File: src/rtl/ex_issue_stage_pkg.sv
// Shared ALU operation codes and instruction encodings for the issue stage and the ALU.
package ex_issue_stage_pkg;

  typedef enum logic [3:0] {
    ALU_NOP = 4'b0000,
    ALU_ADD = 4'b0001,
    ALU_SUB = 4'b0010,
    ALU_AND = 4'b0011,
    ALU_OR  = 4'b0100,
    ALU_XOR = 4'b0101
  } aluop_e;

  localparam logic [5:0] OP_RTYPE = 6'b000000;
  localparam logic [5:0] OP_ADDI  = 6'b001000;
  localparam logic [5:0] OP_ANDI  = 6'b001100;
  localparam logic [5:0] OP_ORI   = 6'b001101;
  localparam logic [5:0] OP_XORI  = 6'b001110;

  localparam logic [5:0] FN_ADD = 6'b100000;
  localparam logic [5:0] FN_SUB = 6'b100010;
  localparam logic [5:0] FN_AND = 6'b100100;
  localparam logic [5:0] FN_OR  = 6'b100101;
  localparam logic [5:0] FN_XOR = 6'b100110;

endpackage

File: src/rtl/ex_issue_stage_if.sv
// Issue-stage bus: decoded instruction in, registered ALU payload out.
interface ex_issue_stage_if #(
  parameter int DW = 32,
  parameter int RW = 5
);
  logic          in_valid;
  logic          in_ready;
  logic [5:0]    in_opcode;
  logic [5:0]    in_funct;
  logic [RW-1:0] in_rs_idx;
  logic [RW-1:0] in_rt_idx;
  logic [RW-1:0] in_rd_idx;
  logic [DW-1:0] in_rs_val;
  logic [DW-1:0] in_rt_val;
  logic [15:0]   in_imm;
  logic [3:0]    in_shamt;

  logic          out_valid;
  logic          out_ready;
  logic [DW-1:0] ex_a;
  logic [DW-1:0] ex_b;
  logic [3:0]    ex_aluop;
  logic [3:0]    ex_shamt;
  logic          ex_cn;
  logic [RW-1:0] ex_wr_idx;
  logic          ex_wr_en;
  logic          ex_illegal;

  modport slave (
    input  in_valid, in_opcode, in_funct, in_rs_idx, in_rt_idx, in_rd_idx,
           in_rs_val, in_rt_val, in_imm, in_shamt, out_ready,
    output in_ready, out_valid, ex_a, ex_b, ex_aluop, ex_shamt, ex_cn,
           ex_wr_idx, ex_wr_en, ex_illegal
  );

  modport master (
    output in_valid, in_opcode, in_funct, in_rs_idx, in_rt_idx, in_rd_idx,
           in_rs_val, in_rt_val, in_imm, in_shamt, out_ready,
    input  in_ready, out_valid, ex_a, ex_b, ex_aluop, ex_shamt, ex_cn,
           ex_wr_idx, ex_wr_en, ex_illegal
  );
endinterface

File: src/rtl/ex_issue_stage_alu_op_decode.sv
// Combinational opcode/funct decode into ALU control, operand-b source and destination select.
module alu_op_decode
  import ex_issue_stage_pkg::*;
(
  input  logic [5:0] opcode,
  input  logic [5:0] funct,
  output logic [3:0] aluop,
  output logic       cn,
  output logic       use_imm,
  output logic       sext,
  output logic       wr_rd,
  output logic       illegal
);

  always_comb begin
    aluop   = ALU_NOP;
    cn      = 1'b0;
    use_imm = 1'b0;
    sext    = 1'b0;
    wr_rd   = 1'b0;
    illegal = 1'b1;
    if (opcode == OP_RTYPE) begin
      wr_rd = 1'b1;
      unique case (funct)
        FN_ADD:  begin aluop = ALU_ADD; illegal = 1'b0; end
        FN_SUB:  begin aluop = ALU_SUB; cn = 1'b1; illegal = 1'b0; end
        FN_AND:  begin aluop = ALU_AND; illegal = 1'b0; end
        FN_OR:   begin aluop = ALU_OR;  illegal = 1'b0; end
        FN_XOR:  begin aluop = ALU_XOR; illegal = 1'b0; end
        default: wr_rd = 1'b1;
      endcase
    end else begin
      unique case (opcode)
        OP_ADDI: begin aluop = ALU_ADD; use_imm = 1'b1; sext = 1'b1; illegal = 1'b0; end
        OP_ANDI: begin aluop = ALU_AND; use_imm = 1'b1; illegal = 1'b0; end
        OP_ORI:  begin aluop = ALU_OR;  use_imm = 1'b1; illegal = 1'b0; end
        OP_XORI: begin aluop = ALU_XOR; use_imm = 1'b1; illegal = 1'b0; end
        default: illegal = 1'b1;
      endcase
    end
  end

endmodule

File: src/rtl/ex_issue_stage.sv
// ID/EX register stage feeding the execute ALU, with valid/ready handshake and flush.
// Build option: EX_ISSUE_FORWARDING_EN enables EX/MEM and MEM/WB operand bypass at capture.
module ex_issue_stage
  import ex_issue_stage_pkg::*;
#(
  parameter int DW = 32,
  parameter int RW = 5
) (
  input  logic          clk,
  input  logic          rst,
  input  logic          flush,
  input  logic          fwd1_en,
  input  logic [RW-1:0] fwd1_idx,
  input  logic [DW-1:0] fwd1_val,
  input  logic          fwd2_en,
  input  logic [RW-1:0] fwd2_idx,
  input  logic [DW-1:0] fwd2_val,
  ex_issue_stage_if.slave bus
);

  logic [3:0]    dec_aluop;
  logic          dec_cn;
  logic          dec_use_imm;
  logic          dec_sext;
  logic          dec_wr_rd;
  logic          dec_illegal;
  logic [DW-1:0] opnd_a;
  logic [DW-1:0] opnd_rt;
  logic [DW-1:0] imm_ext;
  logic [RW-1:0] wr_idx_nxt;
  logic          wr_en_nxt;
  logic          capture;

  alu_op_decode u_dec (
    .opcode  (bus.in_opcode),
    .funct   (bus.in_funct),
    .aluop   (dec_aluop),
    .cn      (dec_cn),
    .use_imm (dec_use_imm),
    .sext    (dec_sext),
    .wr_rd   (dec_wr_rd),
    .illegal (dec_illegal)
  );

`ifdef EX_ISSUE_FORWARDING_EN
  // fwd1 (younger result) wins over fwd2; register 0 is never bypassed
  always_comb begin
    opnd_a = bus.in_rs_val;
    if (fwd1_en && fwd1_idx == bus.in_rs_idx && bus.in_rs_idx != '0)
      opnd_a = fwd1_val;
    else if (fwd2_en && fwd2_idx == bus.in_rs_idx && bus.in_rs_idx != '0)
      opnd_a = fwd2_val;

    opnd_rt = bus.in_rt_val;
    if (fwd1_en && fwd1_idx == bus.in_rt_idx && bus.in_rt_idx != '0)
      opnd_rt = fwd1_val;
    else if (fwd2_en && fwd2_idx == bus.in_rt_idx && bus.in_rt_idx != '0)
      opnd_rt = fwd2_val;
  end
`else
  logic unused_fwd;
  assign unused_fwd = ^{fwd1_en, fwd1_idx, fwd1_val, fwd2_en, fwd2_idx, fwd2_val};
  assign opnd_a  = bus.in_rs_val;
  assign opnd_rt = bus.in_rt_val;
`endif

  assign imm_ext    = dec_sext ? {{(DW-16){bus.in_imm[15]}}, bus.in_imm}
                               : {{(DW-16){1'b0}}, bus.in_imm};
  assign wr_idx_nxt = dec_wr_rd ? bus.in_rd_idx : bus.in_rt_idx;
  assign wr_en_nxt  = !dec_illegal && (wr_idx_nxt != '0);

  assign bus.in_ready = !bus.out_valid || bus.out_ready;
  assign capture      = bus.in_valid && bus.in_ready && !flush;

  always_ff @(posedge clk) begin
    if (rst) begin
      bus.out_valid  <= 1'b0;
      bus.ex_a       <= '0;
      bus.ex_b       <= '0;
      bus.ex_aluop   <= '0;
      bus.ex_shamt   <= '0;
      bus.ex_cn      <= 1'b0;
      bus.ex_wr_idx  <= '0;
      bus.ex_wr_en   <= 1'b0;
      bus.ex_illegal <= 1'b0;
    end else if (flush) begin
      bus.out_valid <= 1'b0;
    end else if (capture) begin
      bus.out_valid  <= 1'b1;
      bus.ex_a       <= opnd_a;
      bus.ex_b       <= dec_use_imm ? imm_ext : opnd_rt;
      bus.ex_aluop   <= dec_aluop;
      bus.ex_shamt   <= bus.in_shamt;
      bus.ex_cn      <= dec_cn;
      bus.ex_wr_idx  <= wr_idx_nxt;
      bus.ex_wr_en   <= wr_en_nxt;
      bus.ex_illegal <= dec_illegal;
    end else if (bus.out_valid && bus.out_ready) begin
      bus.out_valid <= 1'b0;
    end
  end

endmodule

File: src/flat_wrapper.sv
// flat-port wrapper written by rule: the top's interface ports become plain ports
module ex_issue_stage_flat import ex_issue_stage_pkg::*;
#(
  parameter int DW = 32,
  parameter int RW = 5
)
  (clk, rst, flush, fwd1_en, fwd1_idx, fwd1_val, fwd2_en, fwd2_idx, fwd2_val, bus_in_valid, bus_in_opcode, bus_in_funct, bus_in_rs_idx, bus_in_rt_idx, bus_in_rd_idx, bus_in_rs_val, bus_in_rt_val, bus_in_imm, bus_in_shamt, bus_out_ready, bus_in_ready, bus_out_valid, bus_ex_a, bus_ex_b, bus_ex_aluop, bus_ex_shamt, bus_ex_cn, bus_ex_wr_idx, bus_ex_wr_en, bus_ex_illegal);
  ex_issue_stage_if #(.DW(DW), .RW(RW)) bus_i ();
  input  logic clk;
  input  logic rst;
  input  logic flush;
  input  logic fwd1_en;
  input  logic [RW-1:0] fwd1_idx;
  input  logic [DW-1:0] fwd1_val;
  input  logic fwd2_en;
  input  logic [RW-1:0] fwd2_idx;
  input  logic [DW-1:0] fwd2_val;
  input wire logic [$bits(bus_i.in_valid)-1:0] bus_in_valid;
  input wire logic [$bits(bus_i.in_opcode)-1:0] bus_in_opcode;
  input wire logic [$bits(bus_i.in_funct)-1:0] bus_in_funct;
  input wire logic [$bits(bus_i.in_rs_idx)-1:0] bus_in_rs_idx;
  input wire logic [$bits(bus_i.in_rt_idx)-1:0] bus_in_rt_idx;
  input wire logic [$bits(bus_i.in_rd_idx)-1:0] bus_in_rd_idx;
  input wire logic [$bits(bus_i.in_rs_val)-1:0] bus_in_rs_val;
  input wire logic [$bits(bus_i.in_rt_val)-1:0] bus_in_rt_val;
  input wire logic [$bits(bus_i.in_imm)-1:0] bus_in_imm;
  input wire logic [$bits(bus_i.in_shamt)-1:0] bus_in_shamt;
  input wire logic [$bits(bus_i.out_ready)-1:0] bus_out_ready;
  output wire logic [$bits(bus_i.in_ready)-1:0] bus_in_ready;
  output wire logic [$bits(bus_i.out_valid)-1:0] bus_out_valid;
  output wire logic [$bits(bus_i.ex_a)-1:0] bus_ex_a;
  output wire logic [$bits(bus_i.ex_b)-1:0] bus_ex_b;
  output wire logic [$bits(bus_i.ex_aluop)-1:0] bus_ex_aluop;
  output wire logic [$bits(bus_i.ex_shamt)-1:0] bus_ex_shamt;
  output wire logic [$bits(bus_i.ex_cn)-1:0] bus_ex_cn;
  output wire logic [$bits(bus_i.ex_wr_idx)-1:0] bus_ex_wr_idx;
  output wire logic [$bits(bus_i.ex_wr_en)-1:0] bus_ex_wr_en;
  output wire logic [$bits(bus_i.ex_illegal)-1:0] bus_ex_illegal;
  assign bus_i.in_valid = bus_in_valid;
  assign bus_i.in_opcode = bus_in_opcode;
  assign bus_i.in_funct = bus_in_funct;
  assign bus_i.in_rs_idx = bus_in_rs_idx;
  assign bus_i.in_rt_idx = bus_in_rt_idx;
  assign bus_i.in_rd_idx = bus_in_rd_idx;
  assign bus_i.in_rs_val = bus_in_rs_val;
  assign bus_i.in_rt_val = bus_in_rt_val;
  assign bus_i.in_imm = bus_in_imm;
  assign bus_i.in_shamt = bus_in_shamt;
  assign bus_i.out_ready = bus_out_ready;
  assign bus_in_ready = bus_i.in_ready;
  assign bus_out_valid = bus_i.out_valid;
  assign bus_ex_a = bus_i.ex_a;
  assign bus_ex_b = bus_i.ex_b;
  assign bus_ex_aluop = bus_i.ex_aluop;
  assign bus_ex_shamt = bus_i.ex_shamt;
  assign bus_ex_cn = bus_i.ex_cn;
  assign bus_ex_wr_idx = bus_i.ex_wr_idx;
  assign bus_ex_wr_en = bus_i.ex_wr_en;
  assign bus_ex_illegal = bus_i.ex_illegal;
  ex_issue_stage #(.DW(DW), .RW(RW)) u_core (.clk(clk), .rst(rst), .flush(flush), .fwd1_en(fwd1_en), .fwd1_idx(fwd1_idx), .fwd1_val(fwd1_val), .fwd2_en(fwd2_en), .fwd2_idx(fwd2_idx), .fwd2_val(fwd2_val), .bus(bus_i));
endmodule
File: config.mk
export PLATFORM = sky130hd
export DESIGN_NAME = ex_issue_stage_flat
export DESIGN_NICKNAME = d
export VERILOG_FILES = /design/src/rtl/ex_issue_stage_pkg.sv /design/src/rtl/ex_issue_stage_if.sv /design/src/rtl/ex_issue_stage_alu_op_decode.sv /design/src/rtl/ex_issue_stage.sv /design/src/flat_wrapper.sv
export SDC_FILE = /design/constraint.sdc
export NUM_CORES = 1
export LEC_CHECK = 0
export BUFFER_PORTS_ARGS = -buffer_cell sky130_fd_sc_hd__buf_2
export CORE_AREA = 2 2 107 109
export DETAILED_ROUTE_END_ITERATION = 10
export DIE_AREA = 0 0 109 111
export HOLD_SLACK_MARGIN = 0.03
export PLACE_DENSITY = 0.65
export SYNTH_ARGS = -nofsm -noshare
export SYNTH_HDL_FRONTEND = slang
export SYNTH_SLANG_ARGS = --single-unit
export TNS_END_PERCENT = 1
File: constraint.sdc
create_clock -name clk -period 2.1 [get_ports clk]
set_input_delay 0.42 -clock clk [delete_from_list [all_inputs] [get_ports clk]]
set_output_delay 0.42 -clock clk [all_outputs]
set_load 0.1 [all_outputs]
==> qor.csv <==
stage;metric;value;unit
floorplanning;IO Count;274;
synth;Gate Count Post-Synth;413;
synth;number of flops mapped to enable cells by yosys;0;
critical_path;crit path cell chain;nand2b_4 -> buf_2;
timing;Rel. slew slack;0.655;
floorplanning;Die ar.;12100;um^2
synth;Synth Area per Inst;7.96;um^2
drt;DRC viols;0;
floorplanning;Initial Utilization;0.297;
synth;mapped cell area;3290;um^2
clocking;H-tree Lvls;3;
grt;antenna violations before repair;1;
synth;syn_nets;605;
synth;largest family of logic cells by synthesized area;compound AO/OA/AOI/OAI gates;
critical_path;CP bufs+invs;1;
critical_path;peak per-stage delay on the critical path;0.44;ns
critical_path;crit path launch type;register;
drt;ANT nets after route;0;
clocking;clock latency on the worst-skew pair;0.33;ns
grt;global-route wire length before repair;15600;um
critical_path;Worst Path Required;1.68;ns
pwr;Power Density;910;nW/um^2
final_layout;final non-filler cell total;740;
floorplanning;chip height;111;um
synth;Top FF cell, synth;dfxtp_1;
drt;routed wire length;9900;um
pwr;Static Leak;2.13;nW
critical_path;Crit Path Class;register to output pin;
place;Placer Congestion;0.747;
floorplanning;chip width;109;um
critical_path;arrival time worst endpoint;1.19;ns
critical_path;Crit path max-delay family;buffers and inverters;
final_layout;Area growth, synth to finish;43.5;%
timing;min Tclk post-route;1.61;ns
final_layout;share of cells above drive strength 1;0.382;
pwr;Worst VDD drop;500;uV
floorplanning;core area;11100;um^2
final_layout;register area;1600;um^2
synth;Synth Area in XOR/XNOR;0.00533;
drt;via count;3584;
synth;ys async rst share;0;
timing;total negative slack;0;ns
critical_path;Worst setup EP type;output pin;
final_layout;# nets final;784;
clocking;CTS tree;done;
status;status;completed;
timing;top achievable clock speed;621;MHz
timing;RSZ-0062 raised after global routing;no;
critical_path;Critical Path Fanout Max;6;
synth;Synth Area in Adders;0.00609;
drt;First-pass DRT Iterations;5;
timing;final hold vios;0;
clocking;Clock Tree Root;clkbuf_16;
clocking;Post-CTS Setup Bufs;0;
synth;mux contribution to synthesized area;0;
timing;Max Slew Vio Count;0;
place;IO Port Bufs;191;
timing;period utilisation layout;0.767;
timing;Final Setup Violations;0;
drt;DR WL/cell;13.4;um
grt;largest net degree at the start of global routing;62;
floorplanning;Site Rows;39;
synth;Compound-Gate Fraction of Synth Area;0.228;
final_layout;most frequent cells in the layout;buf_2 (191), nand2_1 (86), dfxtp_1 (79);
clocking;Reg clk slew, reported paths;0.05;ns
clocking;clk buf depth;2;
grt;total track usage;0.162;
final_layout;filler cell count;1127;
synth;simple-gate portion of the synthesized area;0.219;
synth;Netlist cell types;36;
synth;Seq cells post-synth;80;
synth;count of yosys warnings during synthesis;0;
final_layout;most common cell after layout, fill and taps aside;buf_2;
drt;vias per cell;4.84;
place;Post-Place Cells;724;
clocking;CTS buffer count;9;
place;detailed placement HPWL;7360;um
flow_run;Max Cap Viol;0;
final_layout;# diodes;0;
clocking;clk sink count;80;
drt;Iter 0 DRT Violations;234;
grt;global route overflow;0;
final_layout;multi-input logic area;1520;um^2
synth;sequential fraction of the synthesis area;0.487;
clocking;cts hold-fix bufs;0;
critical_path;Slowest-stage cell, CP;buf_2;
clocking;post-CTS sizing;0;
grt;vias in the first global route;3321;
timing;Worst-Margin Slew;0.521;ns
hold_path;hold crit path type;input pin to register;
timing;clock skew;0.00838;ns
-- cell type report --
cell class              count  area share
repair buffers            205       0.233
inverters                   6     0.00478
multi-input cells         290       0.323
clock inverters             5      0.0122
well taps                 143      0.0379
flip-flops and latches     80       0.340
clock buffers              11      0.0493
-- registers in the layout (all words and copies together), names as in the netlist --
| name | cells |
|---|---|
| u_core.bus.ex_a | 32 |
| u_core.bus.ex_illegal | 1 |
| u_core.bus.ex_wr_en | 1 |
| u_core.bus.ex_wr_idx | 5 |
| u_core.bus.ex_b | 32 |
| u_core.bus.out_valid | 1 |
| u_core.bus.ex_aluop | 3 |
| u_core.bus.ex_shamt | 4 |
| u_core.bus.ex_cn | 1 |
-- through the flow --
stage	utilization	cell area [um^2]	power, mW	hold slack [ns]	worst slack, ns
global placement	0.400	4430	2.80	0.440	0.192
global route	0.426	4720	4.50	0.250	0.422
detailed placement	0.400	4430	2.82	0.443	0.170
finish	0.426	4720	4.29	0.266	0.489
floorplan	-	3290	2.54	0.485	0.0825
CTS	0.426	4720	4.36	0.251	0.483
-- layer usage --
metal | vias up | routed length [um] | GRT usage
met2 | 144 | 4700 | 0.269
li1 | 1798 | - | -
met1 | 1635 | 4240 | 0.196
met4 | 0 | 68 | 0.0427
met5 | - | 0 | 0
met3 | 7 | 896 | 0.0558
-- final timing paths --
kind	start	end	slack, ns	depth (start not counted)
max	u_core.bus.out_valid$_SDFFE_PP0P_	bus_in_ready	0.49	2
min reg2reg	u_core.bus.ex_shamt[3]$_SDFFE_PP0P_	u_core.bus.ex_shamt[3]$_SDFFE_PP0P_	0.45	2
min	flush	u_core.bus.out_valid$_SDFFE_PP0P_	0.27	2
max reg2reg	u_core.bus.out_valid$_SDFFE_PP0P_	u_core.bus.ex_b[13]$_SDFFE_PP0P_	0.79	5
-- Yosys cell counts, types with 4 or more instances --
library cell | n | area (um^2)
a21oi_1 | 39 | 195
clkbuf_1 | 27 | 101
inv_1 | 6 | 22.5
nand3_1 | 19 | 95.1
a211oi_1 | 18 | 135
nand2_1 | 86 | 323
a311oi_1 | 22 | 193
nor2_1 | 42 | 158
o21ai_0 | 33 | 165
buf_2 | 5 | 25.0
dfxtp_1 | 80 | 1600
buf_1 | 4 | 15.0
-- cell families after synthesis --
logic type	after synthesis
xor+xnor	2
fa+ha+maj	2
flops	80
other cells	1
buf+inv	43
compound gates	119
simple gates	166
-- where the power goes --
group	internal (mW)	switching [mW]
Combinational	0.237	0.893
Clock	0.919	0.593
Sequential	1.61	0.0419
Total	2.76	1.53
(Power assumes the default switching activity.)
